`src/rtl/majority_pkg.sv`:
```
// Shared definitions for the majority sampler and the downstream 3-input voter.
package majority_pkg;
  localparam int WIN_W = 3;

  function automatic logic maj3(input logic [WIN_W-1:0] a);
    return (a[0] & a[1]) | (a[0] & a[2]) | (a[1] & a[2]);
  endfunction
endpackage

```
`src/rtl/majority_sampler_if.sv`:
```
// Control inputs and sampled/filtered outputs of the majority sampler.
interface majority_sampler_if;
  import majority_pkg::*;
  logic             din;
  logic             en;
  logic             clr;
  logic [WIN_W-1:0] win;
  logic             win_valid;
  logic             tick;
  logic             filt;
  logic             rise;
  logic             fall;

  modport master (output din, en, clr,
                  input  win, win_valid, tick, filt, rise, fall);
  modport slave  (input  din, en, clr,
                  output win, win_valid, tick, filt, rise, fall);
endinterface

```
`src/rtl/majority_sampler_prescaler.sv`:
```
// Free-running 0..DIV-1 counter gated by en; tick_i is combinational on the last count.
module sample_prescaler #(
  parameter int unsigned DIV = 4
) (
  input  logic clk,
  input  logic rst_n,
  input  logic en,
  input  logic clr,
  output logic tick_i
);
  localparam int unsigned CW = (DIV > 1) ? $clog2(DIV) : 1;
  localparam logic [CW-1:0] LAST = CW'(DIV - 1);

  logic [CW-1:0] cnt_q, cnt_d;

  assign tick_i = en && (cnt_q == LAST);

  always_comb begin
    cnt_d = cnt_q;
    if (clr)         cnt_d = '0;
    else if (tick_i) cnt_d = '0;
    else if (en)     cnt_d = cnt_q + CW'(1);
  end

  always_ff @(posedge clk or negedge rst_n) begin
    if (!rst_n) cnt_q <= '0;
    else        cnt_q <= cnt_d;
  end
endmodule

```
`src/rtl/majority_sampler.sv`:
```
// Synchronise din, sample it on a prescaled tick into a 3-deep window and
// produce a registered 2-of-3 filtered output with edge pulses.
module majority_sampler
  import majority_pkg::*;
#(
  parameter int unsigned DIV = 4
) (
  input  logic               clk,
  input  logic               rst_n,
  majority_sampler_if.slave  bus
);
  logic             s1_q, s2_q;
  logic             tick_i;
  logic [WIN_W-1:0] win_q;
  logic [1:0]       fill_q, fill_d;
  logic             vld_q, tick_q, filt_q, rise_q, fall_q;
  logic             m;

  sample_prescaler #(.DIV(DIV)) u_pre (
    .clk    (clk),
    .rst_n  (rst_n),
    .en     (bus.en),
    .clr    (bus.clr),
    .tick_i (tick_i)
  );

  // Synchroniser is deliberately outside clr so a flush never loses the pin state.
  always_ff @(posedge clk or negedge rst_n) begin
    if (!rst_n) begin
      s1_q <= 1'b0;
      s2_q <= 1'b0;
    end else begin
      s1_q <= bus.din;
      s2_q <= s1_q;
    end
  end

  assign fill_d = (fill_q == 2'd3) ? 2'd3 : fill_q + 2'd1;
  // Vote on the window as it is being loaded, so filt tracks win in the same cycle.
  assign m      = maj3({win_q[1:0], s2_q});

  always_ff @(posedge clk or negedge rst_n) begin
    if (!rst_n) begin
      win_q  <= '0;
      fill_q <= '0;
      vld_q  <= 1'b0;
      tick_q <= 1'b0;
      filt_q <= 1'b0;
      rise_q <= 1'b0;
      fall_q <= 1'b0;
    end else if (bus.clr) begin
      win_q  <= '0;
      fill_q <= '0;
      vld_q  <= 1'b0;
      tick_q <= 1'b0;
      filt_q <= 1'b0;
      rise_q <= 1'b0;
      fall_q <= 1'b0;
    end else begin
      tick_q <= tick_i;
      rise_q <= 1'b0;
      fall_q <= 1'b0;
      if (tick_i) begin
        win_q  <= {win_q[1:0], s2_q};
        fill_q <= fill_d;
        vld_q  <= (fill_d == 2'd3);
        if (fill_d == 2'd3) begin
          filt_q <= m;
          rise_q <= m & ~filt_q;
          fall_q <= ~m & filt_q;
        end
      end
    end
  end

  assign bus.win       = win_q;
  assign bus.win_valid = vld_q;
  assign bus.tick      = tick_q;
  assign bus.filt      = filt_q;
  assign bus.rise      = rise_q;
  assign bus.fall      = fall_q;
endmodule
```
`src/flat_wrapper.sv`:
```
// flat-port wrapper written by rule: the top's interface ports become plain ports
module majority_sampler_flat import majority_pkg::*;
#(
  parameter int unsigned DIV = 4
)
  (clk, rst_n, bus_din, bus_en, bus_clr, bus_win, bus_win_valid, bus_tick, bus_filt, bus_rise, bus_fall);
  majority_sampler_if bus_i ();
  input  logic clk;
  input  logic rst_n;
  input wire logic [$bits(bus_i.din)-1:0] bus_din;
  input wire logic [$bits(bus_i.en)-1:0] bus_en;
  input wire logic [$bits(bus_i.clr)-1:0] bus_clr;
  output wire logic [$bits(bus_i.win)-1:0] bus_win;
  output wire logic [$bits(bus_i.win_valid)-1:0] bus_win_valid;
  output wire logic [$bits(bus_i.tick)-1:0] bus_tick;
  output wire logic [$bits(bus_i.filt)-1:0] bus_filt;
  output wire logic [$bits(bus_i.rise)-1:0] bus_rise;
  output wire logic [$bits(bus_i.fall)-1:0] bus_fall;
  assign bus_i.din = bus_din;
  assign bus_i.en = bus_en;
  assign bus_i.clr = bus_clr;
  assign bus_win = bus_i.win;
  assign bus_win_valid = bus_i.win_valid;
  assign bus_tick = bus_i.tick;
  assign bus_filt = bus_i.filt;
  assign bus_rise = bus_i.rise;
  assign bus_fall = bus_i.fall;
  majority_sampler #(.DIV(DIV)) u_core (.clk(clk), .rst_n(rst_n), .bus(bus_i));
endmodule
```
`config.mk`:
```
export PLATFORM = sky130hd
export DESIGN_NAME = majority_sampler_flat
export DESIGN_NICKNAME = d
export VERILOG_FILES = /design/src/rtl/majority_pkg.sv /design/src/rtl/majority_sampler_if.sv /design/src/rtl/majority_sampler_prescaler.sv /design/src/rtl/majority_sampler.sv /design/src/flat_wrapper.sv
export SDC_FILE = /design/constraint.sdc
export NUM_CORES = 1
export LEC_CHECK = 0
export ABC_AREA = 1
export BUFFER_PORTS_ARGS = -buffer_cell sky130_fd_sc_hd__clkbuf_2
export CORE_MARGIN = 2
export CORE_UTILIZATION = 40
export CTS_CLUSTER_DIAMETER = 40
export DETAILED_ROUTE_END_ITERATION = 8
export SLEW_MARGIN = 10
export SYNTH_ARGS = -nofsm -noshare
export SYNTH_HDL_FRONTEND = slang
export SYNTH_SLANG_ARGS = --single-unit
```
`constraint.sdc`:
```
create_clock -name clk -period 3.4 [get_ports clk]
set_clock_uncertainty 0.15 [all_clocks]
set_input_delay 0.34 -clock clk [delete_from_list [all_inputs] [get_ports clk]]
set_output_delay 0.34 -clock clk [all_outputs]
set_load 0.02 [all_outputs]
```
---- Word level (Yosys, flattened, before mapping) ----
Index checks and enable logic that the tools add are counted.
word-level totals
  bits in registers ....................... 14
  latch bits .............................. 0
  bits in writable memories ............... 0
  ROM bits ................................ 0
  input port bits ......................... 5
  output and inout bits ................... 8
  word-level logic and storage cells ...... 49
  memories kept ........................... 0
cells by class
  $add $sub $neg .......................... 2
  $mul .................................... 0
  div/mod/pow operators ................... 0
  magnitude comparators ................... 0
  equality and inequality tests ........... 3
  shift-type cells ........................ 0
  mux-type cells .......................... 20
  bitwise logic cells ..................... 9
  reductions and logical operators ........ 5
operators with widths
  operator               count
  $mux W1                12
  $mux W2                6
  $eq A2 B2 Y1 const B   3
  $mux W3                2
  $and A1 B1 Y1          5
  $add A2 B1 Y2 const B  2
  $reduce_bool A2 Y1     2
  $reduce_bool A3 Y1     1
  $not A1 Y1             2
  $or A1 B1 Y1           2
  $reduce_and A2 Y1      1
  $logic_and A1 B1 Y1    1

---- Logic depth before layout (Yosys ltp) ----
Gate-level depths: netlist of the first run.
  depth in word-level cells ............... 8
  depth in mapped cells ................... 6
  depth with buffers taken out ............ 6

---- Modules after synthesis ----
From an unflattened synthesis of the first run, not the netlist that was laid out.
unflattened totals
  cells, all modules ...................... 59
  area total of the unflattened synthesis .. 574.3 um^2
modules (own cells, without submodules)
  module            times used  cells each  area an instance (um^2)  sequential area each (um^2)
  majority_sampler  1           43          454.2                    300.3
  sample_prescaler  1           16          120.1                    50.0

---- Worst setup path before layout of the first run ----
No wires, ideal clock.
  path kind ............................... flip-flop to flip-flop
  start ................................... register u_core.u_pre.cnt_q[0]
  end ..................................... register u_core.vld_q, in the netlist u_core.bus.win_valid
  setup time .............................. 0.076 ns
  arrival ................................. 0.934 ns
  data required time ...................... 3.174 ns
  setup slack ............................. 2.240 ns
  stages on the path, launching flop included .. 7
  path buffers ............................ 0
  period minus slack after synthesis ...... 1.160 ns
  cells stage by stage .................... dfrtp_1 ha_1 nand2_2 nand2_2 inv_2 nand2_1 o21ai_1
between the ends
  longest elaborated chain between the ends .. 3
RTL lines
  item                                 RTL line                          text
  from (decl)                          majority_sampler_prescaler.sv:14  logic [CW-1:0] cnt_q, cnt_d;
  from (signal assigned)               majority_sampler_prescaler.sv:27  else cnt_q <= cnt_d;
  $eq A2 B2 Y1                         majority_sampler_prescaler.sv:16  assign tick_i = en && (cnt_q == LAST);
  $logic_and A1 B1 Y1                  majority_sampler_prescaler.sv:16
  $reduce_bool A2 Y1 (no source line)  --
  to (signal assigned)                 majority_sampler.sv:66            vld_q <= (fill_d == 2'd3);
  to (decl)                            majority_sampler.sv:16            logic vld_q, tick_q, filt_q, rise_q, fall_q;
Every way passes these cells.
A chain may end at the register's enable or synchronous reset.

---- Worst setup path after layout of the first run ----
  start ................................... register u_core.win_q[1], in the netlist u_core.bus.win[1]
  end ..................................... output bus_win[1]
RTL lines
  item                    RTL line                text
  from (decl)             majority_sampler.sv:14  logic [WIN_W-1:0] win_q;
  from (signal assigned)  majority_sampler.sv:64  win_q <= {win_q[1:0], s2_q};
  to (decl)               flat_wrapper.sv:13      output wire logic [$bits(bus_i.win)-1:0] bus_win;
No word-level cell between the ends.

==> impl_metrics.ini, run 1 <==
[power]
vdd_drop_max_uv = 193.3
p_leak_nw = 0.3656
powerDensity_nw_per_um2 = 425.1

[synth]
synth_warnings = 0
yosysMostFrequentCell = nand2_1
synthTopCellsByCount = nand2_1, dfrtp_1, nor2_1, nand3_1
ys_seq_elements = 14
synthTopCellsByArea = dfrtp_1, nand2_1, nand3_1
syn_nets = 62
synth-edff-count = 0
synth_top_area_cell = dfrtp_1
syn_area_um2 = 544.3
synthArstFlopShare_pct = 100.0
synth_area_per_cell_um2 = 9.719
synth_cell_type_count = 13
synthCells = 56
synth_ff_type = dfrtp_1
yosysTopAreaCellShare_pct = 64.37
synth_seq_area_share_pct = 64.37

[placement]
gp_congestion = 0.7103
portBuffers = 12
dp_hpwl_um = 670.8

[timing]
drv_slew = 0
fin_setup_tns_ns = 0
whs_ns = 0.02218
finalHoldViolCount = 0
fin_crit_sh_pct = 40.24
setup_viol = 0
tightest_slew_ns = 0.3455
grt_setup_unrepaired = false
fin_crit_ns = 1.368
fmax_mhz = 731.0
slew_headroom_pct = 76.97

[clock_tree]
cts_buffer_depth = 2
cts.sinks = 14
root_buffer = clkbuf_4
tritoncts = yes
htreeDepth = 1
postCtsSetupRepairBufs = 0
cts_made_buffers = 3
ctsHoldBuffers = 1
cts_resized = 0
clk_pin_slew_ns = 0.08
insertion_delay_ns = 0.27

[detailed_routing]
via_per_inst = 4.586
firstDrtPassIters = 4
wl_per_cell_um = 10.05
vias = 399
postRouteAntennaNets = 0
drc = 0
drt_iter0_drc = 5
wl_um = 874

[final_layout]
drive_above_1_share_pct = 29.17
nNetsFinal = 80
n_antenna_cell = 0
syn_to_final_growth_pct = 20.46

[critical_path]
cp-start-kind = flop
worstSetupStartpoint = u_core.bus.win[1]
critical_path.top_delay_family = flip-flops
r2r-start = u_core.u_pre.cnt_q[0]
cp_cell_sequence = clkbuf_2
cp_data_arrival_time_ns = 0.88
path_buf_inv = 1
required_ns = 2.91
slowest_stage = dfrtp_1
endpoint_kind = output port
worst-path-stages = 1
slowest_delay_ns = 0.42
rr_worst_depth = 6
setup.worst_path.class = reg2out
r2r_slack_ns = 2.16
worstPathMaxFanout = 5

[min_path]
hold_start = bus_din
holdPathStages = 1
min_path_type = in2reg

[global_route]
first_global_vias = 358
track_usage_pct = 13.58
antenna_found_initial = 0
grt_pass1_wl_um = 1449
grt_max_degree = 15
overflow = 0

[run_status]
run_status = finished, final reports clean

[die]
rows = 13
die_h_um = 40.89
core_area_um2 = 1285
die_x_um = 40.89
io_pins = 13
start_util_pct = 42.36
die-area_um2 = 1672

[run]
cap_viol_max_count = 0
[logic make-up after synthesis]
kind of cell               synth area share [%]
xor gates and xnor gates                  1.609
AOI/OAI and AO/OA                         2.758
buffers and inverters                     2.069
DFF                                       64.37
and+or+nand+nor                           26.89
adders and majority gates                 2.298
[placed cells by master, fill, tap and decap left out]
| master | count |
|---|---|
| dfrtp_1 | 14 |
| nor2_2 | 1 |
| nand2_2 | 2 |
| clkbuf_2 | 12 |
| xnor2_1 | 1 |
| nand2_1 | 23 |
| dlygate4sd3_1 | 1 |
| o21ai_1 | 2 |
| clkbuf_4 | 3 |
| nor2_1 | 4 |
| inv_2 | 2 |
| nand3_1 | 3 |
| ha_1 | 1 |
| inv_1 | 1 |
| nor2_4 | 1 |
| o21ai_0 | 1 |
[registers in the layout, indices dropped and copies added (netlist names)]
signal                count
u_core.bus.win            3
u_core.bus.win_valid      1
u_core.bus.rise           1
u_core.bus.fall           1
u_core.s1_q               1
u_core.u_pre.cnt_q        2
u_core.bus.tick           1
u_core.s2_q               1
u_core.fill_q             2
u_core.bus.filt           1
[where the power goes]
| part | internal [W] | leakage, nW | total [W] | switching [W] |
|---|---|---|---|---|
| Combinational | 0.00000658 | 0.162 | 0.0000175 | 0.0000109 |
| Sequential | 0.000170 | 0.189 | 0.000173 | 0.00000261 |
| Clock | 0.0000409 | 0.0138 | 0.0000884 | 0.0000475 |
| Total | 0.000218 | 0.366 | 0.000279 | 0.0000610 |
[metrics by stage]
step / worst slack, ns / instances / total power [W] / area (µm²) / utilization (%)
floorplan: 2.240 / 56 / 0.0001838 / 544.3 / -
global placement: 2.208 / 83 / 0.0001927 / 623.1 / 48.49
detailed placement: 2.161 / 83 / 0.0001933 / 623.1 / 48.49
CTS: 2.026 / 87 / 0.0002834 / 655.6 / 51.02
global route: 1.986 / 87 / 0.0002929 / 655.6 / 51.02
finish: 2.032 / 87 / 0.0002787 / 655.6 / 51.02
[cell type report]
cell class / instances / area [µm²]
clock buffers: 3 / 22.52
fillers: 131 / 629.4
inverters: 3 / 11.26
multi-input cells: 39 / 182.7
flip-flops and latches: 14 / 350.3
well taps: 15 / 18.77
repair buffers: 13 / 70.07
[routing by layer]
metal  track usage [%]  part of all wire (%)  vias up
li1                  -                     -      208
met1             18.15                    49      180
met2             19.92                    45        9
met3             3.261                   5.0        2
met4             7.500                  0.57        0
met5                 0                     0        -
[final timing paths]
path,end
worst max-delay path,bus_win[1]
worst min-delay path,u_core.s1_q
worst max register to register,u_core.bus.win_valid
worst min register to register,u_core.s2_q
max in group asynchronous,u_core.fill_q[1]
min in group asynchronous,u_core.bus.fall
Power figures use the tool's default switching activity.
==> run 2, diff against run 1 <==
Clock period 3.4 ns to 1.1 ns, I/O delays scaled along.
==> impl_metrics.ini, run 2 (same netlist as run 1, synthesis figures left out) <==
[final_layout]
nNetsFinal = 92
seqCellArea_um2 = 350.3
syn_to_final_growth_pct = 49.88
largest_reg_flops = 3
multiInputGateArea_um2 = 190.2
fillers = 109
stdcell_area_um2 = 815.8
n_antenna_cell = 0
final_cells = 100
fin_util_pct = 63.49
layout_common_cells = nand2_1, dfrtp_1, buf_4, buf_6, clkbuf_2
drive_above_1_share_pct = 40.00
mostFrequentLayoutCell = nand2_1

[clock_tree]
cts_buffer_depth = 2
root_buffer = clkbuf_4
htreeDepth = 1
insertion_delay_ns = 0.27
clk_pin_slew_ns = 0.09
cts.sinks = 14
tritoncts = yes
cts_made_buffers = 3

[die]
die_h_um = 40.89
start_util_pct = 42.36
core_area_um2 = 1285
die-area_um2 = 1672
rows = 13
io_pins = 13
die_x_um = 40.89

[power]
clockPowerShare_pct = 37.7
vdd_drop_max_uv = 671.5
seq_power_share_pct = 54.5
pwr-share-comb_pct = 7.8
p_leak_nw = 0.4391
p_sw_w = 0.0002150
switching_share_pct = 21.95
powerDensity_nw_per_um2 = 1201
intPower_w = 0.0007645

[detailed_routing]
drt_iter0_drc = 4
vias = 457
drc = 0
wl_um = 1143
via_per_inst = 4.570
wl_per_cell_um = 11.43
firstDrtPassIters = 4
postRouteAntennaNets = 0

[placement]
portBuffers = 12
dp_hpwl_um = 777.2
gp_congestion = 0.7327
place_inst = 85
post-place-ws_ns = -0.06402
place_area_um2 = 640.6

[global_route]
grt_max_degree = 15
track_usage_pct = 16.11
overflow = 0
grt_pass1_wl_um = 1690
first_global_vias = 411
antenna_found_initial = 0

[critical_path]
required_ns = 1.16
cp-start-kind = flop
endpoint_kind = flop
regToRegEndpoint = u_core.bus.win_valid
setup.worst_path.class = reg2reg
r2r-start = u_core.u_pre.cnt_q[1]
rr_worst_depth = 6
cp_data_arrival_time_ns = 1.23
worstPathMaxFanout = 6
r2r_slack_ns = -0.08

[timing]
fin_crit_sh_pct = 106.9
grt_setup_unrepaired = true
slew_headroom_pct = 77.36
fin_crit_ns = 1.176
setup_viol = 11
fin_ws_ns = -0.07596
whs_ns = 0.01012
drv_slew = 0
finalHoldViolCount = 0
fmax_mhz = 850.4
tightest_slew_ns = 0.3396

[min_path]
hold_start = bus_clr
whs_endpoint = u_core.bus.fall
min_path_type = in2reg
holdPathStages = 4

[run_status]
violations = negative setup slack
run_status = finished with violations

[run]
cap_viol_max_count = 0
run 2: how the worst max path moves through the flow:
stage / from / end / slack (ns) / cells past startpoint
final: u_core.u_pre.cnt_q[1] / u_core.bus.win_valid / -0.08 / 6
after global placement: u_core.u_pre.cnt_q[0] / u_core.bus.win_valid / -0.04 / 6
after detailed placement: u_core.u_pre.cnt_q[1] / u_core.bus.win_valid / -0.06 / 6
after CTS: u_core.u_pre.cnt_q[0] / u_core.fill_q[0] / -0.07 / 5
after floorplan: u_core.u_pre.cnt_q[0] / u_core.bus.win_valid / -0.01 / 6
after global routing: u_core.u_pre.cnt_q[0] / u_core.bus.rise / -0.13 / 5
run 2: power by group through the flow:
| stage | Clock [W] | Sequential (W) | Combinational, W |
|---|---|---|---|
| after floorplan | 0 | 0.000544 | 0.0000249 |
| after global placement | 0 | 0.000544 | 0.0000592 |
| after detailed placement | 0 | 0.000544 | 0.0000590 |
| after CTS | 0.000371 | 0.000534 | 0.0000688 |
| after global routing | 0.000393 | 0.000535 | 0.0000876 |
| final | 0.000369 | 0.000534 | 0.0000768 |
run 2: through the flow:
stage	TNS [ns]	power, W
6_report	-0.5667	0.0009794
5_1_grt	-1.223	0.001015
4_1_cts	-0.5812	0.0009737
3_5_place_dp	-0.3200	0.0006031
3_3_place_gp	-0.2121	0.0006029
2_1_floorplan	-0.009527	0.0005687
run 2: cell type report:
| type | instances | share of cell area (%) |
|---|---|---|
| inverters | 3 | 1.687 |
| well taps | 15 | 2.301 |
| multi-input cells | 39 | 23.31 |
| flip-flops and latches | 14 | 42.94 |
| repair buffers | 25 | 25.31 |
| clock buffers | 4 | 4.448 |
run 2: layer usage:
metal | track usage (%) | part of all wire [%]
met1 | 18.21 | 42
met5 | 0 | 0
met4 | 7.500 | 1.0
met3 | 3.261 | 5.3
met2 | 28.52 | 51
run 2: what timing repair did:
action,in CTS,in global routing
resized for setup,1,21
gates cloned,0,0
hold buffers,3,0
pin swaps,2,3
endpoints found under the hold margin,16,0
setup buffers,5,3
setup endpoints to repair,14,18
run 2: worst max-delay path, cell delays in order, from the launching register on:
cell,delay [ns]
dfrtp_1,0.39
ha_2,0.20
nand2_2,0.09
nand2_2,0.09
inv_4,0.08
nand2_1,0.05
o21ai_1,0.06
==> run 3, diff against run 2 <==
--- a/constraint.sdc
+++ b/constraint.sdc
@@ -3,3 +3,3 @@
 set_input_delay 0.11 -clock clk [delete_from_list [all_inputs] [get_ports clk]]
 set_output_delay 0.11 -clock clk [all_outputs]
-set_load 0.02 [all_outputs]
+set_load 0.05 [all_outputs]
==> impl_metrics.ini, run 3 (same netlist as run 1, synthesis figures left out) <==
[clock_tree]
htreeDepth = 1
cts_made_buffers = 3
clk_pin_slew_ns = 0.09
insertion_delay_ns = 0.29
cts_buffer_depth = 2
root_buffer = clkbuf_4
cts.sinks = 14
tritoncts = yes

[timing]
grt_setup_unrepaired = true
tightest_slew_ns = 0.3412
fin_ws_ns = -0.07336
fin_crit_ns = 1.173
setup_viol = 17
fin_crit_sh_pct = 106.7
whs_ns = 0.06870
slew_headroom_pct = 77.26
fmax_mhz = 852.3
drv_slew = 0
fin_setup_tns_ns = -0.6518
finalHoldViolCount = 0

[critical_path]
required_ns = 1.17
setup.worst_path.class = reg2reg
worstPathMaxFanout = 6
cp_data_arrival_time_ns = 1.24
cp-start-kind = flop
endpoint_kind = flop

[detailed_routing]
firstDrtPassIters = 4
wl_per_cell_um = 11.41
wl_um = 1130
via_per_inst = 4.535
vias = 449
drt_iter0_drc = 7
postRouteAntennaNets = 0
drc = 0

[power]
power_w = 0.001009
p_leak_nw = 0.4619
vdd_drop_max_uv = 825.1
powerDensity_nw_per_um2 = 1117

[final_layout]
final_cells = 99
mostFrequentLayoutCell = nand2_1
largest_reg_flops = 3
n_antenna_cell = 0
drive_above_1_share_pct = 45.24
syn_to_final_growth_pct = 65.98
fillers = 87
nNetsFinal = 91
layout_common_cells = nand2_1, dfrtp_1, buf_8, buf_4, dlygate4sd3_1

[run]
cap_viol_max_count = 0

[placement]
place_inst = 84
dp_hpwl_um = 688.2
gp_congestion = 0.7569
portBuffers = 12

[global_route]
track_usage_pct = 15.94
grt_pass1_wl_um = 1607
grt_max_degree = 15
first_global_vias = 377
overflow = 0
antenna_found_initial = 0

[die]
die_x_um = 40.89
die-area_um2 = 1672
start_util_pct = 42.36
core_area_um2 = 1285
io_pins = 13
die_h_um = 40.89
rows = 13

[run_status]
violations = negative setup slack
run_status = finished with violations

[min_path]
min_path_type = in2reg
[run 3: cell type report]
type	count	area (µm²)	area share [%]
clock buffer	4	36.28	4.017
inverter	3	13.76	1.524
multi-input combinational	39	240.2	26.59
sequential	14	352.8	39.06
tap	15	18.77	2.078
timing repair buffer	24	241.5	26.73
[run 3: critical path, stage by stage, from the launching register on]
cell     delay, ns
dfrtp_1       0.42
ha_4          0.19
nand2_4       0.08
nand2_4       0.07
inv_4         0.07
nand2_1       0.04
o21ai_1       0.07
[run 3: path summary, 6_finish.rpt]
| kind | slack [ns] | cells after the start | startpoint | to |
|---|---|---|---|---|
| max | -0.07 | 6 | u_core.u_pre.cnt_q[0] | u_core.bus.win_valid |
| min | 0.07 | 3 | bus_en | u_core.u_pre.cnt_q[0] |
| max reg2reg | -0.07 | 6 | u_core.u_pre.cnt_q[0] | u_core.bus.win_valid |
| min reg2reg | 0.21 | 0 | u_core.s1_q | u_core.s2_q |
| max in group asynchronous | 0.43 | 2 | rst_n | u_core.bus.win[1] |
| min in group asynchronous | 0.09 | 2 | rst_n | u_core.bus.tick |
[run 3: per-stage QoR]
step	cell area, µm²	setup slack (ns)	util, %
final	903.4	-0.07336	70.30
after global routing	903.4	-0.1243	70.30
after CTS	814.5	-0.08469	63.39
after detailed placement	635.6	-0.05208	49.46
after global placement	635.6	-0.04001	49.46
after floorplan	549.3	-0.02202	-
[run 3: power breakdown]
group / leakage, nW / internal [W] / switching, W
Clock: 0.0210 / 0.000202 / 0.000178
Combinational: 0.255 / 0.0000428 / 0.0000504
Sequential: 0.186 / 0.000526 / 0.0000101
Total: 0.462 / 0.000771 / 0.000238
[run 3: repair_timing]
action                                  4_1_cts  5_1_grt
endpoints found under the setup margin       18       19
setup buffers                                 3        3
hold buffers                                  5        0
pin swaps                                     2        8
gates resized for setup                      16       20
hold endpoints to repair                     18        0
[run 3: layer usage]
layer / global-route usage, % / wire length (µm) / vias to the layer above
li1: - / - / 229
met1: 19.44 / 479 / 199
met2: 23.05 / 555 / 16
met3: 4.891 / 57 / 5
met4: 12.50 / 37 / 0
met5: 0 / 0 / -
